**config.mk**
```make
export PLATFORM = sky130hd
export DESIGN_NAME = ifetch_unit
export DESIGN_NICKNAME = d
export VERILOG_FILES = /design/src/rtl/rv32_pkg.sv /design/src/rtl/ifetch_fifo.sv /design/src/rtl/ifetch_unit.sv
export SDC_FILE = /design/constraint.sdc
export NUM_CORES = 1
export LEC_CHECK = 0
export CORE_UTILIZATION = 47
export CTS_CLUSTER_DIAMETER = 30
export DETAILED_ROUTE_END_ITERATION = 8
export PLACE_DENSITY = 0.74
export SYNTH_ARGS = -nofsm -noshare
export SYNTH_HDL_FRONTEND = slang
export SYNTH_SLANG_ARGS = --single-unit
export TNS_END_PERCENT = 30
```
**constraint.sdc**
```tcl
create_clock -name clk -period 3.8 [get_ports clk]
set_input_delay 0.76 -clock clk [delete_from_list [all_inputs] [get_ports clk]]
set_output_delay 0.76 -clock clk [all_outputs]
set_load 0.05 [all_outputs]
```
**src/rtl/rv32_pkg.sv**
```systemverilog
// rtl/rv32_pkg.sv - shared RV32 constants, fetch entry type and alignment helper
package rv32_pkg;

    localparam int XLEN = 32;

    // addi x0, x0, 0: what decode sees whenever no instruction is presented
    localparam logic [XLEN-1:0] NOP_INSTR        = 32'h0000_0013;
    localparam logic [XLEN-1:0] RESET_PC_DEFAULT = 32'h0000_0000;

    // One buffered fetch result: instruction word tagged with the PC it came from
    typedef struct packed {
        logic [XLEN-1:0] pc;
        logic [XLEN-1:0] instr;
    } fetch_entry_t;

    // Clears the byte-offset bits so every fetch address is word aligned
    function automatic logic [XLEN-1:0] word_align(input logic [XLEN-1:0] addr);
        return addr & ~32'h0000_0003;
    endfunction

endpackage

```
**src/rtl/ifetch_fifo.sv**
```systemverilog
// rtl/ifetch_fifo.sv - synchronous FIFO holding {pc, instr} fetch results
//
// Ports:
//   clk, rst_n         clock, asynchronous active-low reset
//   clear              empties the FIFO; wins over push and pop
//   push, push_data    write one entry (accepted when not full, or when full and popping)
//   pop, pop_data      remove the head; pop_data always shows the head entry
//   count, full, empty occupancy status
module ifetch_fifo
    import rv32_pkg::*;
#(
    parameter int DEPTH = 2,
    parameter int WIDTH = 2 * XLEN,
    localparam int AW = $clog2(DEPTH),
    localparam int CW = $clog2(DEPTH + 1)
) (
    input  logic             clk,
    input  logic             rst_n,
    input  logic             clear,
    input  logic             push,
    input  logic [WIDTH-1:0] push_data,
    input  logic             pop,
    output logic [WIDTH-1:0] pop_data,
    output logic [CW-1:0]    count,
    output logic             full,
    output logic             empty
);

    logic [WIDTH-1:0] mem [DEPTH];
    logic [AW-1:0]    wptr;
    logic [AW-1:0]    rptr;
    logic             do_push;
    logic             do_pop;

    assign full  = (count == CW'(DEPTH));
    assign empty = (count == '0);

    // When full, a push is only legal alongside a pop: the head is read
    // combinationally before the edge, so the shared slot is safely reused.
    assign do_pop  = pop & ~empty;
    assign do_push = push & (~full | do_pop);

    assign pop_data = mem[rptr];

    always_ff @(posedge clk) begin
        if (do_push && !clear) begin
            mem[wptr] <= push_data;
        end
    end

    // DEPTH is a power of two, so pointers wrap by natural overflow
    always_ff @(posedge clk or negedge rst_n) begin
        if (!rst_n) begin
            wptr  <= '0;
            rptr  <= '0;
            count <= '0;
        end else if (clear) begin
            wptr  <= '0;
            rptr  <= '0;
            count <= '0;
        end else begin
            if (do_push) begin
                wptr <= wptr + AW'(1);
            end
            if (do_pop) begin
                rptr <= rptr + AW'(1);
            end
            case ({do_push, do_pop})
                2'b10:   count <= count + CW'(1);
                2'b01:   count <= count - CW'(1);
                default: count <= count;
            endcase
        end
    end

endmodule

```
**src/rtl/ifetch_unit.sv**
```systemverilog
// rtl/ifetch_unit.sv - instruction fetch stage: PC, credited imem requests, result buffer
//
// Ports:
//   clk, rst_n                         clock, asynchronous active-low reset
//   imem_req_valid/ready/addr          fetch request channel (addr is the PC register)
//   imem_rsp_valid/data                in-order fetch responses
//   redirect_valid, redirect_pc        flush and restart fetch at a new PC
//   ir_valid/ready, ir, ir_pc          instruction handoff to decode
module ifetch_unit
    import rv32_pkg::*;
#(
    parameter logic [XLEN-1:0] RESET_PC = RESET_PC_DEFAULT,
    parameter int              QDEPTH   = 2
) (
    input  logic            clk,
    input  logic            rst_n,
    output logic            imem_req_valid,
    input  logic            imem_req_ready,
    output logic [XLEN-1:0] imem_req_addr,
    input  logic            imem_rsp_valid,
    input  logic [XLEN-1:0] imem_rsp_data,
    input  logic            redirect_valid,
    input  logic [XLEN-1:0] redirect_pc,
    output logic            ir_valid,
    input  logic            ir_ready,
    output logic [XLEN-1:0] ir,
    output logic [XLEN-1:0] ir_pc
);

    localparam int AW  = $clog2(QDEPTH);
    localparam int CW  = $clog2(QDEPTH + 1);
    localparam int SW  = CW + 1;
    localparam logic [SW-1:0] CREDITS = SW'(QDEPTH);

    logic [XLEN-1:0] pc;
    logic [CW-1:0]   outstanding;
    logic [CW-1:0]   outstanding_next;
    logic [CW-1:0]   drop;

    // Address queue: PCs of requests still waiting for their response
    logic [XLEN-1:0] aq [QDEPTH];
    logic [AW-1:0]   aq_wptr;
    logic [AW-1:0]   aq_rptr;

    logic [CW-1:0]   fifo_count;
    logic            fifo_full;
    logic            fifo_empty;
    fetch_entry_t    fifo_in;
    fetch_entry_t    fifo_head;

    logic [SW-1:0]   credit_used;
    logic            can_issue;
    logic            req_fire;
    logic            rsp_keep;
    logic            ir_fire;

    // Every issued request reserves a FIFO slot until its word leaves, so a
    // response can never find the FIFO full.
    assign credit_used = {1'b0, outstanding} + {1'b0, fifo_count};
    assign can_issue   = (credit_used < CREDITS);

    // Request is forced low while reset is held and during a redirect cycle
    assign imem_req_valid = rst_n & can_issue & ~redirect_valid;
    assign imem_req_addr  = pc;
    assign req_fire       = imem_req_valid & imem_req_ready;

    // Responses owed to requests issued before a redirect are consumed but not kept
    assign rsp_keep = imem_rsp_valid & (drop == '0) & ~redirect_valid;
    assign fifo_in  = '{pc: aq[aq_rptr], instr: imem_rsp_data};

    assign ir_valid = ~fifo_empty & ~redirect_valid;
    assign ir_fire  = ir_valid & ir_ready;
    assign ir       = ir_valid ? fifo_head.instr : NOP_INSTR;
    assign ir_pc    = ir_valid ? fifo_head.pc : '0;

    // Requests still owed a response after this cycle; a redirect turns this
    // into the number of responses to discard.
    always_comb begin
        outstanding_next = outstanding;
        if (req_fire && !imem_rsp_valid) begin
            outstanding_next = outstanding + CW'(1);
        end else if (!req_fire && imem_rsp_valid) begin
            outstanding_next = outstanding - CW'(1);
        end
    end

    always_ff @(posedge clk or negedge rst_n) begin
        if (!rst_n) begin
            pc          <= RESET_PC;
            outstanding <= '0;
            drop        <= '0;
        end else begin
            outstanding <= outstanding_next;
            if (redirect_valid) begin
                pc   <= word_align(redirect_pc);
                drop <= outstanding_next;
            end else begin
                if (req_fire) begin
                    pc <= pc + 32'd4;
                end
                if (imem_rsp_valid && (drop != '0)) begin
                    drop <= drop - CW'(1);
                end
            end
        end
    end

    // Address queue stays in step with the response stream across redirects;
    // it is never flushed, only drained by the responses it is waiting for.
    always_ff @(posedge clk) begin
        if (req_fire) begin
            aq[aq_wptr] <= pc;
        end
    end

    always_ff @(posedge clk or negedge rst_n) begin
        if (!rst_n) begin
            aq_wptr <= '0;
            aq_rptr <= '0;
        end else begin
            if (req_fire) begin
                aq_wptr <= aq_wptr + AW'(1);
            end
            if (imem_rsp_valid) begin
                aq_rptr <= aq_rptr + AW'(1);
            end
        end
    end

    ifetch_fifo #(
        .DEPTH (QDEPTH),
        .WIDTH (2 * XLEN)
    ) u_fifo (
        .clk       (clk),
        .rst_n     (rst_n),
        .clear     (redirect_valid),
        .push      (rsp_keep),
        .push_data (fifo_in),
        .pop       (ir_fire),
        .pop_data  (fifo_head),
        .count     (fifo_count),
        .full      (fifo_full),
        .empty     (fifo_empty)
    );

endmodule

```
Word level (Yosys, flattened, before mapping):

Memory sizes are Yosys's and may differ from the RTL's.
Index checks and enable logic that the tools add are counted.

* $lt $le $gt $ge: 1
* bitwise operators: 13
* $add $sub $neg: 11
* muxes and demuxes: 18
* div/mod/pow operators: 0
* equality and inequality tests: 3
* multiply operators: 0
* reduce and logical (&&, ||, !) cells: 15
* shifts and indexed selects: 0

Operators by type and width (number)
* 2-to-1 mux 32 bit: 4
* adder 32 x 3 -> 32 bit, second input constant: 1
* 2-to-1 mux 2 bit: 5
* nonzero test 2 bit: 5
* AND 1 bit: 9
* 2-to-1 mux 1 bit: 8
* subtractor 2 x 1 -> 2 bit, second input constant: 3
* adder 1 bit, second input constant: 4
* adder 2 x 1 -> 2 bit, second input constant: 2
* == test 2 bit, second input constant: 2
* logical AND 1 bit: 4
* logical NOT 2 bit: 2
* one-hot mux 2 bit (2 select lines): 1
* adder 2 x 2 -> 3 bit: 1
* logical NOT 1 bit: 3
* less-than comparator 3 x 2 -> 1 bit, second input constant: 1
* inverter 1 bit: 3
* nonzero test 3 bit: 1
* == test 2 x 1 -> 1 bit, second input constant: 1
* OR 1 bit: 1

* memory bits (read-only): 0
* output and inout bits: 98
* memories kept: 2
* logic and storage cells: 71
* latch bits: 0
* RAM bits: 192
* input port bits: 70
* flip-flop bits (word level): 42

Memories
* u_fifo.mem: words 2, width 64, read ports 1, clocked after memory_dff 0, wr ports 1, line ifetch_fifo.sv:29 `logic [WIDTH-1:0] mem [DEPTH];`
* aq: words 2, width 32, read ports 1, clocked after memory_dff 0, wr ports 1, line ifetch_unit.sv:41 `logic [XLEN-1:0] aq [QDEPTH];`

Depth between registers and ports, before layout:

* depth in word-level cells: 10
* depth in mapped cells: 10
* mapped depth without buffers: 7

Hierarchy:

A second synthesis with hierarchy kept.

* cells, all modules: 638
* area total of the unflattened synthesis: 9664.3 µm²

By module, submodules not included
* ifetch_fifo: area each 4875.9 µm², cells an instance 224, sequential area each 3943.8 µm², times used 1
* ifetch_unit: area each 4788.3 µm², cells an instance 414, sequential area each 2702.6 µm², times used 1

Worst setup path after synthesis:

OpenSTA, ideal clock, no wires.

* path kind: in2reg
* start point: input port imem_rsp_valid
* end point: memory u_fifo.mem[0][0] in the netlist's numbering (enable)
* path slack: -789 ps
* path buffers: 1
* setup time: 491 ps
* required time: 3309 ps
* arrival: 4099 ps
* stages: 4
* path through: clkbuf_1 nand3_1 a21oi_1 nor2b_1

* word-level cells in the longest chain between the ends: 6

RTL lines
* start: declaration: line ifetch_unit.sv:20 `input logic imem_rsp_valid,`
* AND 1 bit (2 in series): line ifetch_unit.sv:68 `assign rsp_keep = imem_rsp_valid & (drop == '0) & ~redirect_valid;`
* AND 1 bit: line ifetch_fifo.sv:41 `assign do_push = push & (~full | do_pop);`
* logical AND 1 bit: line ifetch_fifo.sv:46 `if (do_push && !clear) begin`
* 2-to-1 mux 1 bit: line ifetch_fifo.sv:46
* 2-to-1 mux 1 bit (implied by the code): line ifetch_fifo.sv:47 `mem[wptr] <= push_data;`
* end: declaration: line ifetch_fifo.sv:29

No other way between the ends.

Worst setup path after layout:

* start point: register u_fifo.count[1]
* end point: output port ir_pc[15]

* word-level cells in the longest chain between the ends: 4

RTL lines
* start: declaration: line ifetch_fifo.sv:24 `output logic [CW-1:0] count,`
* start signal: assignment: line ifetch_fifo.sv:69 `2'b10: count <= count + CW'(1);`
* start signal: assignment: line ifetch_fifo.sv:70 `2'b01: count <= count - CW'(1);`
* start signal: assignment: line ifetch_fifo.sv:71 `default: count <= count;`
* logical NOT 2 bit: line ifetch_fifo.sv:36 `assign empty = (count == '0);`
* inverter 1 bit: line ifetch_unit.sv:71 `assign ir_valid = ~fifo_empty & ~redirect_valid;`
* AND 1 bit: line ifetch_unit.sv:71
* 2-to-1 mux 32 bit: line ifetch_unit.sv:74 `assign ir_pc = ir_valid ? fifo_head.pc : '0;`
* end: declaration: line ifetch_unit.sv:27 `output logic [XLEN-1:0] ir_pc`

No other way between the ends.

==> impl_metrics.tcl <==
set metrics [dict create \
    clk-insertion-delay-late_ps 520 \
    crit_chain "o21ai_4 > buf_4 > nor2_1 > buf_4" \
    drive_above_1_share_pct 21.54 \
    required_ps 3040 \
    peakVddDrop_mv 0.2830 \
    dp_cells 1044 \
    drcViolationCount 0 \
    grt_pass1_wl_mm 31.80 \
    vias 6070 \
    synth_seq_cells 224 \
    synth_top_family_by_area "multiplexers" \
    cts_hold_buf 0 \
    cts_setup_buffers 0 \
    critical_path.max_fanout 35 \
    slew_viol_final 0 \
    syn_area_per_cell_um2 14.46 \
    synth-xor-area-share_pct 0.6645 \
    crit_slowest_cell "o21ai_4" \
    via_per_inst 5.424 \
    drt_iter0_drc 448 \
    cts.sinks 224 \
    first_pass_iters 6 \
    syn_inst 638 \
    leakagePower_nw 4.504 \
    critPathArrivalTime_ps 2610 \
    synth_fa_ha_area_share_pct 0.4882 \
    syn-cell-area_um2 9226 \
    post-route-util_pct 65.67 \
    dp_hpwl_mm 13.02 \
    hold_class "primary input to asynchronous set/reset pin" \
    ys_types 51 \
    grt_pass1_vias 6140 \
    cts_resized 0 \
    clock_tree.buffer_depth 3 \
    grt_overflow 0 \
    critical_path_class "register to output port" \
    cp_slowest_stage_delay_ps 850 \
    synth.area.mux_share_pct 10.73 \
    core_area_um2 18960 \
    cp_common_cell "buf_4" \
    cts.clk_slew.worst_paths_ps 50 \
    num_rows 50 \
    status "finished, final reports clean" \
    rsz0062_at_grt "no" \
    fin_crit_ps 3368 \
    wl_per_cell_um 18.28 \
    antenna_found_initial 0 \
    die_h_um 142.1 \
    crit_path_end_kind "output port" \
    cts_buffers 41 \
    wl_mm 20.46 \
    h-tree-depth 2 \
    yosysSeqAreaShare_pct 70.74 \
    synthArstFlopShare_pct 17.86 \
    dieArea_um2 20200 \
    area_delta_synth_final_pct 34.92 \
    yosys.area_share.simple_pct 10.44 \
    ios 168 \
    place_congestion 0.8498 \
    worst_slew_pin_slew_ps 1041 \
    path_buf_inv 2 \
    timing.slew.headroom_pct 30.31 \
    n_antenna_cell 0 \
    start_util_pct 48.67 \
    clock-root-buffer "clkbuf_16" \
    hold_violations 0 \
    antenna_left 0 \
    power_per_cell_area_nw_per_um2 639.1 \
    grt_max_degree 54 \
    die_w_um 142.1 \
    crit_path_start_kind "register" \
    finalSetupViolCount 0 \
    crit_family "compound AO/OA/AOI/OAI gates" \
    fin_worst_skew_ps 23.74 \
    ys.flop_type "edfxtp_1" \
    nets 900 \
    finalCritPeriodShare_pct 88.64 \
    grt_usage_pct 20.61 \
    port_buffers 161 \
    synth_compound_area_share_pct 4.977 \
    drv_cap 0 \
    yosysWarnings 0 \
    finalNonFillerCells 1119 \
    synth-edff-count 184 \
    cts_tree "done" \
    fmax_mhz 296.9 \
]
## synthesized netlist by cell type (9+ instances only)
master / n / area, um^2
dfrtp_1: 40 / 1001
inv_1: 9 / 33.78
o21ai_1: 22 / 110.1
clkbuf_1: 16 / 60.06
nor2_1: 80 / 300.3
nand2_1: 43 / 161.4
a21oi_1: 9 / 45.04
edfxtp_1: 184 / 5525
nor2b_1: 9 / 56.30
nand3_1: 21 / 105.1
o311ai_1: 9 / 78.83
nand4_1: 10 / 62.56
mux2_2: 31 / 349.1
buf_1: 11 / 41.29
mux2i_1: 64 / 640.6
## cell usage in the layout, fill, tap and decap left out, drive strengths merged, types with 5 or more instances in the layout
cell and instances:
a21oi 9, and3 5, buf 81, bufinv 6, clkbuf 46, clkdlybuf4s50 95
clkinv 17, dfrtp 40, edfxtp 184, inv 14, mux2 31, mux2i 64
nand2 43, nand3 21, nand4 12, nor2 80, nor2b 9, o211ai 5
o21ai 27, o311ai 9
## worst paths after layout
path / from / endpoint / slack, ps / cells after the start
min: rst_n / outstanding[0] / 350 / 2
max in group asynchronous: rst_n / u_fifo.rptr / 3050 / 2
min in group clk: aq_rptr / aq_rptr / 470 / 1
min reg2reg: aq_rptr / aq_rptr / 470 / 1
max reg2reg: u_fifo.count[0] / imem_req_addr[27] / 600 / 8
max: u_fifo.count[1] / ir_pc[15] / 430 / 4
## flip-flops by register name, indices dropped and copies added (netlist names)
register       flops
u_fifo.mem       124
aq                60
imem_req_addr     30
drop               2
outstanding        2
u_fifo.count       2
aq_rptr            1
aq_wptr            1
u_fifo.rptr        1
u_fifo.wptr        1
## power breakdown
part,internal (mW),leakage (nW),switching [mW],total [mW]
sequential,2.94,2.15,0.178,3.12
clock,2.40,0.673,1.19,3.58
combinational,0.497,1.68,0.754,1.25
## kinds of logic after synthesis
logic type / Yosys count
DFF: 224
buffers and inverters: 42
AOI/OAI and AO/OA: 70
muxes: 95
other: 1
and+or+nand+nor: 196
adders and majority gates: 3
xor gates and xnor gates: 7
## worst register-to-register path, stage by stage (launching register included)
cell and delay (ps):
dfrtp_1 470, and2_1 220, fa_1 480, nor4b_4 440
and2_1 650, nor2_1 200, buf_4 280, a22oi_1 210
o21ai_1 110
## layer usage
| metal | part of all wire [%] | routed length [um] | vias up | track usage [%] |
|---|---|---|---|---|
| met1 | 40 | 8278 | 2946 | 25.29 |
| met4 | 3.2 | 658 | 0 | 10.07 |
| li1 | - | - | 2789 | - |
| met2 | 49 | 9987 | 269 | 34.11 |
| met5 | 0 | 0 | - | 0 |
| met3 | 7.5 | 1535 | 66 | 5.148 |
## cell type report
class	count	area (um^2)
Clock inverter	29	340.3
Multi-Input combinational cell	375	2557
Inverter	9	33.78
Tap cell	260	325.3
Timing Repair Buffer	176	1617
Sequential cell	224	6530
Fill cell	1364	6507
Clock buffer	46	1045
## stage by stage
stage / power [mW] / setup slack (ps) / hold slack [ps] / cell area [um^2] / TNS (ps)
2_1_floorplan: 3.962 / -397.3 / 460.8 / 9240 / -11920
3_3_place_gp: 4.360 / 711.9 / 458.5 / 11060 / 0
3_5_place_dp: 4.413 / 644.9 / 465.7 / 11060 / 0
4_1_cts: 8.024 / 395.2 / 348.1 / 12450 / 0
5_1_grt: 8.243 / 245.9 / 386.8 / 12450 / 0
6_report: 7.956 / 431.8 / 349.7 / 12450 / 0
Power figures use the tool's default switching activity.
